### src/rtl/uart_pkg.sv
// rtl/uart_pkg.sv - shared types and helpers for the UART FIFO transceiver
// Contents:
//   parity_mode_e : NONE / EVEN / ODD parity selection
//   tx_state_e    : transmit engine states
//   rx_state_e    : receive engine states
//   calc_div      : clock cycles per oversample tick, truncated, never below 1
package uart_pkg;

  typedef enum logic [1:0] {
    NONE = 2'd0,
    EVEN = 2'd1,
    ODD  = 2'd2
  } parity_mode_e;

  typedef enum logic [2:0] {
    TX_IDLE,
    TX_START,
    TX_DATA,
    TX_PARITY,
    TX_STOP
  } tx_state_e;

  typedef enum logic [2:0] {
    RX_IDLE,
    RX_START,
    RX_DATA,
    RX_PARITY,
    RX_STOP,
    RX_BREAK
  } rx_state_e;

  function automatic int unsigned calc_div(input int unsigned clk_rate,
                                           input int unsigned baud_rate,
                                           input int unsigned oversample);
    int unsigned d;
    d = clk_rate / (baud_rate * oversample);
    return (d < 1) ? 1 : d;
  endfunction

endpackage

### src/rtl/uart_fifo_transceiver_sync_fifo.sv
// rtl/uart_fifo_transceiver_sync_fifo.sv - first-word fall-through synchronous FIFO with level
// Ports:
//   clock, rst_n                     : clock, asynchronous active-low reset
//   push_data/push_valid/push_ready  : write side, transfer on valid && ready
//   pop_data/pop_valid/pop_ready     : read side, head visible while pop_valid (zero when empty)
//   level                            : occupancy 0..DEPTH
module sync_fifo #(
  parameter int WIDTH = 8,
  parameter int DEPTH = 16
) (
  input  logic                     clock,
  input  logic                     rst_n,
  input  logic [WIDTH-1:0]         push_data,
  input  logic                     push_valid,
  output logic                     push_ready,
  output logic [WIDTH-1:0]         pop_data,
  output logic                     pop_valid,
  input  logic                     pop_ready,
  output logic [$clog2(DEPTH):0]   level
);

  localparam int AW = $clog2(DEPTH);
  localparam logic [AW:0] PTR_ONE = (AW+1)'(1);

  logic [AW:0]      wr_ptr_q, wr_ptr_d;
  logic [AW:0]      rd_ptr_q, rd_ptr_d;
  logic [WIDTH-1:0] mem_q [DEPTH];
  logic [WIDTH-1:0] mem_d [DEPTH];
  logic             full, empty, do_push, do_pop;

  // Pointers carry one extra wrap bit: equal low bits with differing MSB means full.
  assign full       = (wr_ptr_q[AW] != rd_ptr_q[AW]) && (wr_ptr_q[AW-1:0] == rd_ptr_q[AW-1:0]);
  assign empty      = (wr_ptr_q == rd_ptr_q);
  assign push_ready = !full;
  assign pop_valid  = !empty;
  assign do_push    = push_valid && !full;
  assign do_pop     = pop_ready && !empty;
  assign pop_data   = empty ? '0 : mem_q[rd_ptr_q[AW-1:0]];
  assign level      = wr_ptr_q - rd_ptr_q;

  always_comb begin
    mem_d    = mem_q;
    wr_ptr_d = wr_ptr_q;
    rd_ptr_d = rd_ptr_q;
    if (do_push) begin
      mem_d[wr_ptr_q[AW-1:0]] = push_data;
      wr_ptr_d                = wr_ptr_q + PTR_ONE;
    end
    if (do_pop) begin
      rd_ptr_d = rd_ptr_q + PTR_ONE;
    end
  end

  always_ff @(posedge clock or negedge rst_n) begin
    if (!rst_n) begin
      wr_ptr_q <= '0;
      rd_ptr_q <= '0;
      for (int i = 0; i < DEPTH; i++) begin
        mem_q[i] <= '0;
      end
    end else begin
      wr_ptr_q <= wr_ptr_d;
      rd_ptr_q <= rd_ptr_d;
      mem_q    <= mem_d;
    end
  end

endmodule

### src/rtl/uart_fifo_transceiver.sv
// rtl/uart_fifo_transceiver.sv - full-duplex UART with TX/RX FIFOs, parity, 16x oversampled RX
// Ports:
//   clock, rst_n                   : system clock, asynchronous active-low reset
//   tx_data/tx_valid/tx_ready      : words into the TX FIFO
//   rx_data/rx_valid/rx_ready      : words out of the RX FIFO (first-word fall-through)
//   rx_in, tx_out                  : serial line in (asynchronous) and out (idle high)
//   tx_busy                        : TX engine not idle
//   tx_level, rx_level             : FIFO occupancies
//   err_clr                        : clears sticky flags (a same-cycle set wins)
//   parity_err, frame_err, overrun : sticky receive error flags
module uart_fifo_transceiver
  import uart_pkg::*;
#(
  parameter int CLK_RATE    = 100000000,
  parameter int BAUD_RATE   = 115200,
  parameter int WORD_WIDTH  = 8,
  parameter int PARITY_MODE = 0,
  parameter int STOP_BITS   = 1,
  parameter int FIFO_DEPTH  = 16,
  parameter int OVERSAMPLE  = 16
) (
  input  logic                          clock,
  input  logic                          rst_n,
  input  logic [WORD_WIDTH-1:0]         tx_data,
  input  logic                          tx_valid,
  output logic                          tx_ready,
  output logic [WORD_WIDTH-1:0]         rx_data,
  output logic                          rx_valid,
  input  logic                          rx_ready,
  input  logic                          rx_in,
  output logic                          tx_out,
  output logic                          tx_busy,
  output logic [$clog2(FIFO_DEPTH):0]   tx_level,
  output logic [$clog2(FIFO_DEPTH):0]   rx_level,
  input  logic                          err_clr,
  output logic                          parity_err,
  output logic                          frame_err,
  output logic                          overrun
);

  localparam int unsigned  DIV       = calc_div(CLK_RATE, BAUD_RATE, OVERSAMPLE);
  localparam int           CW        = $clog2(OVERSAMPLE);
  localparam int           BW        = $clog2(WORD_WIDTH);
  localparam parity_mode_e PMODE     = parity_mode_e'(PARITY_MODE[1:0]);
  localparam logic [31:0]  DIV_LAST  = 32'(DIV - 1);
  localparam logic [CW-1:0] OS_LAST   = CW'(OVERSAMPLE - 1);
  localparam logic [CW-1:0] HALF_LAST = CW'(OVERSAMPLE / 2 - 1);
  localparam logic [BW-1:0] BIT_LAST  = BW'(WORD_WIDTH - 1);
  localparam logic          STOP_LAST = 1'(STOP_BITS - 1);

  function automatic logic par_bit(input logic [WORD_WIDTH-1:0] d);
    return (PMODE == ODD) ? ~(^d) : ^d;
  endfunction

  // ---------------- tick generator ----------------
  logic [31:0] tick_cnt_q, tick_cnt_d;
  logic        sample_tick;

  assign sample_tick = (tick_cnt_q == DIV_LAST);
  always_comb tick_cnt_d = sample_tick ? '0 : tick_cnt_q + 32'd1;

  // ---------------- FIFOs ----------------
  logic [WORD_WIDTH-1:0] tx_fifo_data;
  logic                  tx_fifo_valid, tx_pop;
  logic                  rx_fifo_ready, rx_push;
  logic [WORD_WIDTH-1:0] rx_shift_q, rx_shift_d;

  sync_fifo #(.WIDTH(WORD_WIDTH), .DEPTH(FIFO_DEPTH)) u_tx_fifo (
    .clock      (clock),
    .rst_n      (rst_n),
    .push_data  (tx_data),
    .push_valid (tx_valid),
    .push_ready (tx_ready),
    .pop_data   (tx_fifo_data),
    .pop_valid  (tx_fifo_valid),
    .pop_ready  (tx_pop),
    .level      (tx_level)
  );

  sync_fifo #(.WIDTH(WORD_WIDTH), .DEPTH(FIFO_DEPTH)) u_rx_fifo (
    .clock      (clock),
    .rst_n      (rst_n),
    .push_data  (rx_shift_q),
    .push_valid (rx_push),
    .push_ready (rx_fifo_ready),
    .pop_data   (rx_data),
    .pop_valid  (rx_valid),
    .pop_ready  (rx_ready),
    .level      (rx_level)
  );

  // ---------------- TX engine ----------------
  tx_state_e             tx_state_q, tx_state_d;
  logic [CW-1:0]         tx_cnt_q, tx_cnt_d;
  logic [BW-1:0]         tx_bit_q, tx_bit_d;
  logic                  tx_stop_q, tx_stop_d;
  logic [WORD_WIDTH-1:0] tx_shift_q, tx_shift_d;
  logic                  tx_par_q, tx_par_d;
  logic                  tx_out_q, tx_out_d;
  logic                  tx_bit_end;

  assign tx_bit_end = sample_tick && (tx_cnt_q == OS_LAST);
  assign tx_busy    = (tx_state_q != TX_IDLE);
  assign tx_out     = tx_out_q;

  always_comb begin
    tx_state_d = tx_state_q;
    tx_cnt_d   = tx_cnt_q;
    tx_bit_d   = tx_bit_q;
    tx_stop_d  = tx_stop_q;
    tx_shift_d = tx_shift_q;
    tx_par_d   = tx_par_q;
    tx_pop     = 1'b0;
    tx_out_d   = 1'b1;

    if (sample_tick && (tx_state_q != TX_IDLE)) begin
      tx_cnt_d = tx_bit_end ? '0 : tx_cnt_q + CW'(1);
    end

    case (tx_state_q)
      TX_IDLE: begin
        if (sample_tick && tx_fifo_valid) begin
          tx_pop     = 1'b1;
          tx_shift_d = tx_fifo_data;
          tx_par_d   = par_bit(tx_fifo_data);
          tx_cnt_d   = '0;
          tx_state_d = TX_START;
        end
      end
      TX_START: begin
        if (tx_bit_end) begin
          tx_bit_d   = '0;
          tx_state_d = TX_DATA;
        end
      end
      TX_DATA: begin
        if (tx_bit_end) begin
          tx_shift_d = tx_shift_q >> 1;
          if (tx_bit_q == BIT_LAST) begin
            tx_stop_d  = 1'b0;
            tx_state_d = (PMODE == NONE) ? TX_STOP : TX_PARITY;
          end else begin
            tx_bit_d = tx_bit_q + BW'(1);
          end
        end
      end
      TX_PARITY: begin
        if (tx_bit_end) begin
          tx_stop_d  = 1'b0;
          tx_state_d = TX_STOP;
        end
      end
      TX_STOP: begin
        if (tx_bit_end) begin
          if (tx_stop_q != STOP_LAST) begin
            tx_stop_d = 1'b1;
          end else if (tx_fifo_valid) begin
            // Back-to-back frames: reload straight into START, no idle bit.
            tx_pop     = 1'b1;
            tx_shift_d = tx_fifo_data;
            tx_par_d   = par_bit(tx_fifo_data);
            tx_state_d = TX_START;
          end else begin
            tx_state_d = TX_IDLE;
          end
        end
      end
      default: tx_state_d = TX_IDLE;
    endcase

    // The line level is registered from the next state so tx_out is glitch-free.
    case (tx_state_d)
      TX_START:  tx_out_d = 1'b0;
      TX_DATA:   tx_out_d = tx_shift_d[0];
      TX_PARITY: tx_out_d = tx_par_d;
      default:   tx_out_d = 1'b1;
    endcase
  end

  // ---------------- RX engine ----------------
  rx_state_e     rx_state_q, rx_state_d;
  logic [CW-1:0] rx_cnt_q, rx_cnt_d;
  logic [BW-1:0] rx_bit_q, rx_bit_d;
  logic          rx_bad_q, rx_bad_d;
  logic          rx_s1_q, rx_s2_q;
  logic          rx_line, rx_mid;
  logic          set_par, set_frame, set_ovr;
  logic          parity_err_q, parity_err_d;
  logic          frame_err_q, frame_err_d;
  logic          overrun_q, overrun_d;

  assign rx_line = rx_s2_q;
  assign rx_mid  = sample_tick && (rx_cnt_q == OS_LAST);

  always_comb begin
    rx_state_d = rx_state_q;
    rx_cnt_d   = rx_cnt_q;
    rx_bit_d   = rx_bit_q;
    rx_bad_d   = rx_bad_q;
    rx_shift_d = rx_shift_q;
    rx_push    = 1'b0;
    set_par    = 1'b0;
    set_frame  = 1'b0;
    set_ovr    = 1'b0;

    if (sample_tick && (rx_state_q inside {RX_START, RX_DATA, RX_PARITY, RX_STOP})) begin
      rx_cnt_d = (rx_cnt_q == OS_LAST) ? '0 : rx_cnt_q + CW'(1);
    end

    case (rx_state_q)
      RX_IDLE: begin
        rx_cnt_d = '0;
        if (sample_tick && !rx_line) begin
          rx_state_d = RX_START;
        end
      end
      RX_START: begin
        // Half a bit after the falling edge: re-check the line to reject glitches,
        // then restart the count so every later sample lands mid-bit.
        if (sample_tick && (rx_cnt_q == HALF_LAST)) begin
          rx_cnt_d = '0;
          if (rx_line) begin
            rx_state_d = RX_IDLE;
          end else begin
            rx_bit_d   = '0;
            rx_bad_d   = 1'b0;
            rx_state_d = RX_DATA;
          end
        end
      end
      RX_DATA: begin
        if (rx_mid) begin
          rx_shift_d = {rx_line, rx_shift_q[WORD_WIDTH-1:1]};
          if (rx_bit_q == BIT_LAST) begin
            rx_state_d = (PMODE == NONE) ? RX_STOP : RX_PARITY;
          end else begin
            rx_bit_d = rx_bit_q + BW'(1);
          end
        end
      end
      RX_PARITY: begin
        if (rx_mid) begin
          rx_bad_d   = (rx_line != par_bit(rx_shift_q));
          rx_state_d = RX_STOP;
        end
      end
      RX_STOP: begin
        if (rx_mid) begin
          if (!rx_line) begin
            set_frame  = 1'b1;
            rx_state_d = RX_BREAK;
          end else begin
            rx_state_d = RX_IDLE;
            if (rx_bad_q) begin
              set_par = 1'b1;
            end else if (!rx_fifo_ready) begin
              set_ovr = 1'b1;
            end else begin
              rx_push = 1'b1;
            end
          end
        end
      end
      RX_BREAK: begin
        if (rx_line) begin
          rx_state_d = RX_IDLE;
        end
      end
      default: rx_state_d = RX_IDLE;
    endcase

    parity_err_d = set_par   || (parity_err_q && !err_clr);
    frame_err_d  = set_frame || (frame_err_q  && !err_clr);
    overrun_d    = set_ovr   || (overrun_q    && !err_clr);
  end

  assign parity_err = parity_err_q;
  assign frame_err  = frame_err_q;
  assign overrun    = overrun_q;

  // ---------------- state registers ----------------
  always_ff @(posedge clock or negedge rst_n) begin
    if (!rst_n) begin
      tick_cnt_q   <= '0;
      tx_state_q   <= TX_IDLE;
      tx_cnt_q     <= '0;
      tx_bit_q     <= '0;
      tx_stop_q    <= 1'b0;
      tx_shift_q   <= '0;
      tx_par_q     <= 1'b0;
      tx_out_q     <= 1'b1;
      rx_s1_q      <= 1'b1;
      rx_s2_q      <= 1'b1;
      rx_state_q   <= RX_IDLE;
      rx_cnt_q     <= '0;
      rx_bit_q     <= '0;
      rx_bad_q     <= 1'b0;
      rx_shift_q   <= '0;
      parity_err_q <= 1'b0;
      frame_err_q  <= 1'b0;
      overrun_q    <= 1'b0;
    end else begin
      tick_cnt_q   <= tick_cnt_d;
      tx_state_q   <= tx_state_d;
      tx_cnt_q     <= tx_cnt_d;
      tx_bit_q     <= tx_bit_d;
      tx_stop_q    <= tx_stop_d;
      tx_shift_q   <= tx_shift_d;
      tx_par_q     <= tx_par_d;
      tx_out_q     <= tx_out_d;
      rx_s1_q      <= rx_in;
      rx_s2_q      <= rx_s1_q;
      rx_state_q   <= rx_state_d;
      rx_cnt_q     <= rx_cnt_d;
      rx_bit_q     <= rx_bit_d;
      rx_bad_q     <= rx_bad_d;
      rx_shift_q   <= rx_shift_d;
      parity_err_q <= parity_err_d;
      frame_err_q  <= frame_err_d;
      overrun_q    <= overrun_d;
    end
  end

endmodule
### config.mk
export PLATFORM = sky130hd
export DESIGN_NAME = uart_fifo_transceiver
export DESIGN_NICKNAME = d
export VERILOG_FILES = /design/src/rtl/uart_pkg.sv /design/src/rtl/uart_fifo_transceiver_sync_fifo.sv /design/src/rtl/uart_fifo_transceiver.sv
export SDC_FILE = /design/constraint.sdc
export NUM_CORES = 1
export LEC_CHECK = 0
export ABC_AREA = 1
export CORE_MARGIN = 2
export CORE_UTILIZATION = 50
export CTS_CLUSTER_DIAMETER = 150
export DETAILED_ROUTE_END_ITERATION = 8
export PLACE_DENSITY = 0.65
export SLEW_MARGIN = 10
export SYNTH_ARGS = -nofsm -noshare
export SYNTH_HDL_FRONTEND = slang
export SYNTH_HIERARCHICAL = 1
export SYNTH_SLANG_ARGS = --single-unit
### constraint.sdc
create_clock -name clock -period 5.45 [get_ports clock]
set_input_delay 0.545 -clock clock [delete_from_list [all_inputs] [get_ports clock]]
set_output_delay 0.545 -clock clock [all_outputs]
set_load 0.03 [all_outputs]
Word level (Yosys, flattened, before mapping)
Cells that the tools add are included.
{"block": "totals", "ff_bits": 353, "input_bits": 14, "output_inout_bits": 25, "elab_cells": 259}
{"block": "classes", "addsub": 11, "n_lt_le_gt_ge": 6, "eq_ne": 43, "n_mux": 95, "n_bitwise": 4, "reduce_logical": 45}
{"op": "128-bit bitwise mux", "count": 2}
{"op": "8-bit two-way mux", "count": 13}
{"op": "3-bit two-way mux", "count": 22}
{"op": "8-bit binary-select mux with 4-bit select", "count": 2}
{"op": "8-bit demux with 4-bit select", "count": 2}
{"op": "1-bit two-way mux", "count": 34}
{"op": "32-bit by 1-bit adder with 32-bit output (second input constant)", "count": 1}
{"op": "32-bit by 6-bit equality test with 1-bit output (second input constant)", "count": 1}
{"op": "32-bit two-way mux", "count": 1}
{"op": "2-bit inequality test (second input constant)", "count": 16}
{"op": "4-bit two-way mux", "count": 7}
{"op": "8-bit one-hot mux with 3 select lines", "count": 1}
{"op": "5-bit by 1-bit adder with 5-bit output (second input constant)", "count": 4}
{"op": "5-bit greater-or-equal comparator (second input constant)", "count": 4}
{"op": "4-bit NOT with 5-bit output", "count": 4}
{"op": "3-bit by 2-bit equality test with 1-bit output (second input constant)", "count": 6}
{"op": "1-bit logical AND", "count": 18}
{"op": "3-bit one-hot mux with 6 select lines", "count": 1}
{"op": "8-bit parity", "count": 2}
{"op": "3-bit equality test (second input constant)", "count": 5}
{"op": "3-bit one-hot mux with 5 select lines", "count": 1}
{"op": "3-bit one-hot mux with 2 select lines", "count": 2}
{"op": "5-bit equality test", "count": 2}
{"op": "5-bit by 1-bit less-than comparator with 1-bit output (second input constant)", "count": 2}
{"op": "24 further kinds", "count": 51}

Longest topological paths before layout
{"block": "logic_depth", "word_depth": 11, "depth_mapped": 24, "ltp_nobuf": 22}

Cells and area by module
The synthesis kept the hierarchy.
{"mod": "sync_fifo (u_tx_fifo)", "n_inst": 1, "cells_each": 1053, "area_each_um2": 7483.4, "seq_area_each_um2": 3453.3}
{"mod": "sync_fifo (u_rx_fifo)", "n_inst": 1, "cells_each": 1052, "area_each_um2": 7455.9, "seq_area_each_um2": 3453.3}
{"mod": "uart_fifo_transceiver", "n_inst": 1, "cells_each": 548, "area_each_um2": 4320.4, "seq_area_each_um2": 1905.6}

Worst setup path before layout
No wires, ideal clock.
{"block": "synth_timing", "path_kind": "register to output", "start": "register u_rx_fifo.rd_ptr_q[1]", "end": "output rx_data[0]", "t_arrival_ns": 2.377, "slack_ns": 2.528, "path_stages_with_launch": 10, "n_path_buf": 2, "path_cell_list": "dfrtp_1 > clkbuf_1 > clkinv_1 > clkbuf_1 > ha_1 > nand2_1 > nor2_1 > nand2_1 > inv_1 > a21oi_1"}
{"block": "synth_via", "elab_chain_cells": 5, "elab_cells_between_ends": 6, "cone_classes": "eq/ne: 1; mux: 4; bitwise: 1"}
{"element": "from (decl)", "line_no": "uart_fifo_transceiver_sync_fifo.sv:26", "text": "logic [AW:0] rd_ptr_q, rd_ptr_d;"}
{"element": "from (signal assigned)", "line_no": "uart_fifo_transceiver_sync_fifo.sv:63", "text": "rd_ptr_q <= rd_ptr_d;"}
{"element": "4-bit NOT with 5-bit output (implied by the code)", "line_no": "uart_fifo_transceiver_sync_fifo.sv:38", "text": "assign pop_data = empty ? '0 : mem_q[rd_ptr_q[AW-1:0]];"}
{"element": "8-bit binary-select mux with 4-bit select", "line_no": "uart_fifo_transceiver_sync_fifo.sv:38"}
{"element": "8-bit two-way mux (implied by the code) (2 in a row)", "line_no": "uart_fifo_transceiver_sync_fifo.sv:38"}
{"element": "8-bit two-way mux (*)", "line_no": "uart_fifo_transceiver_sync_fifo.sv:38"}
{"element": "to (decl)", "line_no": "uart_fifo_transceiver.sv:27", "text": "output logic [WORD_WIDTH-1:0] rx_data,"}
Every way passes the cells marked *; elsewhere a longest branch is shown, timed or not. The select of a mux whose other input is x is not followed.

Final worst setup path
{"block": "layout_timing", "start": "register u_rx_fifo.rd_ptr_q[0]", "end": "output rx_data[2]"}
Same word-level chain as after synthesis.

==> impl_summary.txt <==
----------------------------------------------------
[Outcome]
  Run status ... completed

[Final layout]
  Filler cell count ... 3623
  Area Growth Syn to Fin ... 10.8%
  Leading cell types in the layout, fill and taps excluded ... sky130_fd_sc_hd__nand2_1, sky130_fd_sc_hd__nand3_1, sky130_fd_sc_hd__dfrtp_1, sky130_fd_sc_hd__inv_1, sky130_fd_sc_hd__nor2_1
  Fraction of layout cells with a size suffix above 1 ... 0.0656
  N_diodes ... 0
  Most common cell after layout, fill and taps aside ... sky130_fd_sc_hd__nand2_1
  Net count, final ... 2692

[Critical path]
  Startpoint class of the critical path ... flip-flop
  Category of the critical setup timing path ... reg -> out
  Critical Path AT ... 3.44 ns
  Type of destination of the critical path ... output port
  Worst-path maximum fanout ... 33
  Required time of the critical path ... between 4 and 5 ns

[Floorplan]
  Top-level I/O count ... 39
  Total core area ... about 38000 µm²
  Die Area ... roughly 40000 µm²
  Overall die width ... between 200 and 250 µm
  Die height ... approximately 200 µm
  FP Rows ... 71
  Effective utilization at floorplan ... 0.509

[Yosys]
  Flip-flop cell with the highest count after synthesis ... sky130_fd_sc_hd__dfrtp_1
  Number of enable-type register cells in the synthesized netlist ... 0
  Number of synthesis warnings ... 6
  Largest family of logic cells by synthesized area ... simple AND/OR/NAND/NOR gates
  Post-synthesis instance area ... about 19000 µm²
  Count of distinct cell types in the synthesized netlist ... between 40 and 50
  Synth Instances ... between 2000 and 3000
  Adder-Cell Fraction of Synth Area ... 0.0190
  Proportion of synthesized flip-flops having asynchronous set or reset ... 1.00
  Multiplexer share of the synthesized area ... 0.00409
  Number of synthesized register bits ... 352
  Synthesized-area fraction occupied by and/or/nand/nor cells ... 0.387
  Avg Inst Size Synth ... 7.26 µm²
  Fraction of the mapped netlist area in compound gates ... 0.0192
  Total nets after synthesis ... 2695
  Xor and xnor fraction of the mapped netlist area ... 0.0286
  Share of the yosys chip area belonging to registers ... 0.458

[Timing]
  Highest Clock Rate ... 251 MHz
  Final sum of negative setup slack ... 0 ns
  Worst Clk Skew ... 0.0305 ns
  Unrepaired setup endpoints after global routing ... false
  Period utilization ... 0.731
  Tightest slew margin relative to the limit ... 0.182
  Worst Max-Slew Pin Slew ... 1.23 ns
  Max-slew violation count ... 0
  Crit path time final ... 3.98 ns
  Final hold vios ... 0
  Crit path setup slack, layout ... about 1.5 ns
  Setup violation total in the final timing report ... 0

[Clock tree]
  Num Clock Sinks ... 352
  Hold buffer count at CTS ... 0
  Clk pin slew, worst setup/hold paths ... 0.06 ns
  TritonCTS Buffers ... 41
  Cell at the root of the clock tree ... sky130_fd_sc_hd__clkbuf_16
  Maximum level of the CTS H-tree ... 2
  Maximum buffer depth of the clock tree ... 3
  Clock latency reported for the late side of the worst-skew pair ... 0.57 ns
  CTS tree ... built
  Post-cts repair resize count ... 0
  Buffer count from post-CTS setup fixing ... 0

[Route]
  Iter 0 DRT Violations ... between 1000 and 1500
  Detailed-route wire length ... 52.0 mm
  Ratio of routed vias to standard cells ... 5.29
  Detailed Routing Iterations Pass 1 ... 7
  Remaining design rule violation count ... 0
  Routed length per placed instance ... approximately 16 µm
  Post-detailed-route count of antenna-violating nets ... 0
  Vias after detailed routing ... 16876

[Placement]
  Setup slack at placement ... 2.01 ns
  Number of I/O port buffers ... 38
  Placer congestion estimate ... 0.902
  Final HPWL from detailed placement ... around 34 mm

[Min path]
  Type of the most critical hold path ... in -> async

[Power and ir drop]
  Power density normalized to cell area ... about 420 nW/µm²
  Final Power ... 8.96 mW
  Worst ir drop on vdd ... 0.361 mV
  Leakage power figure ... 11.6 nW

[GRT]
  Number of global-route vias before repair ... 16549
  Pin count of the biggest net entering global routing ... approximately 130
  Global-route congestion overflow total ... 0
  GRT Resource Usage Total ... 0.265
  Wire length of the first global-routing pass ... 86.3 mm
  Initial antenna violation count ... 0

[Run]
  Count of maximum capacitance violations ... 0

----------------------------------------------------
-- final timing paths --
path                                        from                   to  slack (ns)  depth (start not counted)
min in group clock                       rx_s1_q              rx_line        0.37                          0
min reg2reg                              rx_s1_q              rx_line        0.37                          0
max                        u_rx_fifo/rd_ptr_q[0]           rx_data[2]        1.47                          8
max in group asynchronous                  rst_n  u_tx_fifo/mem_q[99]        4.20                          2
min                                        rst_n  u_rx_fifo/mem_q[68]        0.05                          1
max reg2reg                u_tx_fifo/rd_ptr_q[2]  u_tx_fifo/mem_q[52]        1.92                         11
-- logic make-up (layout without fill, tap and decap cells) --
logic type,count (synthesis),after routing
xor+xnor,63,63
mux,7,7
simple gates,1730,1730
flops,352,352
compound gates,68,68
fa+ha+maj,28,28
buf+inv,405,433
-- through the flow --
step           hold slack [ns]  std cells   util  area, µm²
2_1_floorplan            0.249       2653      -      19300
3_3_place_gp             0.368       3118  0.528      20000
3_5_place_dp             0.368       3118  0.528      20000
4_1_cts                 0.0871       3192  0.564      21300
5_1_grt                  0.123       3192  0.564      21300
6_report                0.0503       3192  0.564      21300
-- flip-flops by register name (all words and copies together) (netlist names), 4 cells and up --
| signal | cells |
|---|---|
| rx_cnt_q | 4 |
| rx_shift_q | 8 |
| tick_cnt_q | 32 |
| tx_cnt_q | 4 |
| tx_shift_q | 8 |
| u_rx_fifo/mem_q | 128 |
| u_rx_fifo/rd_ptr_q | 5 |
| u_rx_fifo/wr_ptr_q | 5 |
| u_tx_fifo/mem_q | 128 |
| u_tx_fifo/rd_ptr_q | 5 |
| u_tx_fifo/wr_ptr_q | 5 |
-- cells in the mapped netlist, types with 14 or more instances --
library cell / instances / area [µm²]
sky130_fd_sc_hd__nand2_1: 1119 / 4200
sky130_fd_sc_hd__nand3_1: 415 / 2080
sky130_fd_sc_hd__dfrtp_1: 349 / 8730
sky130_fd_sc_hd__inv_1: 276 / 1040
sky130_fd_sc_hd__nor2_1: 84 / 315
sky130_fd_sc_hd__clkbuf_1: 45 / 169
sky130_fd_sc_hd__xor2_1: 38 / 333
sky130_fd_sc_hd__buf_2: 31 / 155
sky130_fd_sc_hd__a21oi_1: 27 / 135
sky130_fd_sc_hd__ha_1: 26 / 325
sky130_fd_sc_hd__xnor2_1: 25 / 219
sky130_fd_sc_hd__nor2_2: 24 / 150
sky130_fd_sc_hd__o21ai_0: 22 / 110
sky130_fd_sc_hd__buf_1: 21 / 78.8
sky130_fd_sc_hd__nand4_1: 16 / 100
sky130_fd_sc_hd__nor3_1: 15 / 75.1
sky130_fd_sc_hd__inv_2: 14 / 52.6
-- layer usage --
| metal | GRT usage | part of all wire | routed length [µm] | vias up |
|---|---|---|---|---|
| met4 | 0.106 | 0.040 | 2070 | 0 |
| met5 | 0 | 0 | 0 | - |
| met2 | 0.431 | 0.46 | 24100 | 511 |
| met1 | 0.356 | 0.44 | 22600 | 7963 |
| met3 | 0.0451 | 0.062 | 3230 | 134 |
| li1 | - | - | - | 8268 |
-- critical path, cell delays in order (launching register included) --
cell and delay (ns):
sky130_fd_sc_hd__dfrtp_2 0.36, sky130_fd_sc_hd__clkinv_1 0.75, sky130_fd_sc_hd__buf_4 0.57, sky130_fd_sc_hd__nand2_1 0.11
sky130_fd_sc_hd__nand3_1 0.07, sky130_fd_sc_hd__nand3_1 0.10, sky130_fd_sc_hd__nand3_1 0.09, sky130_fd_sc_hd__a21oi_1 0.14
sky130_fd_sc_hd__clkdlybuf4s50_1 0.69
-- area by class of cell --
cell class,count,area [µm²],share of cell area
clock buffer,67,1280,0.0598
multi-input combinational,1896,8830,0.413
timing repair buffer,63,586,0.0274
clock inverter,7,91.3,0.00428
sequential,352,8810,0.413
inverter,296,1110,0.0522
tap,511,639,0.0300
-- power breakdown --
group	switching, mW	leakage, nW	total (mW)	internal [mW]
clock network	1.09	0.669	2.78	1.69
logic	1.88	6.19	2.81	0.932
registers	0.292	4.71	3.36	3.07
Note: power is estimated with default switching activity, not from simulation.
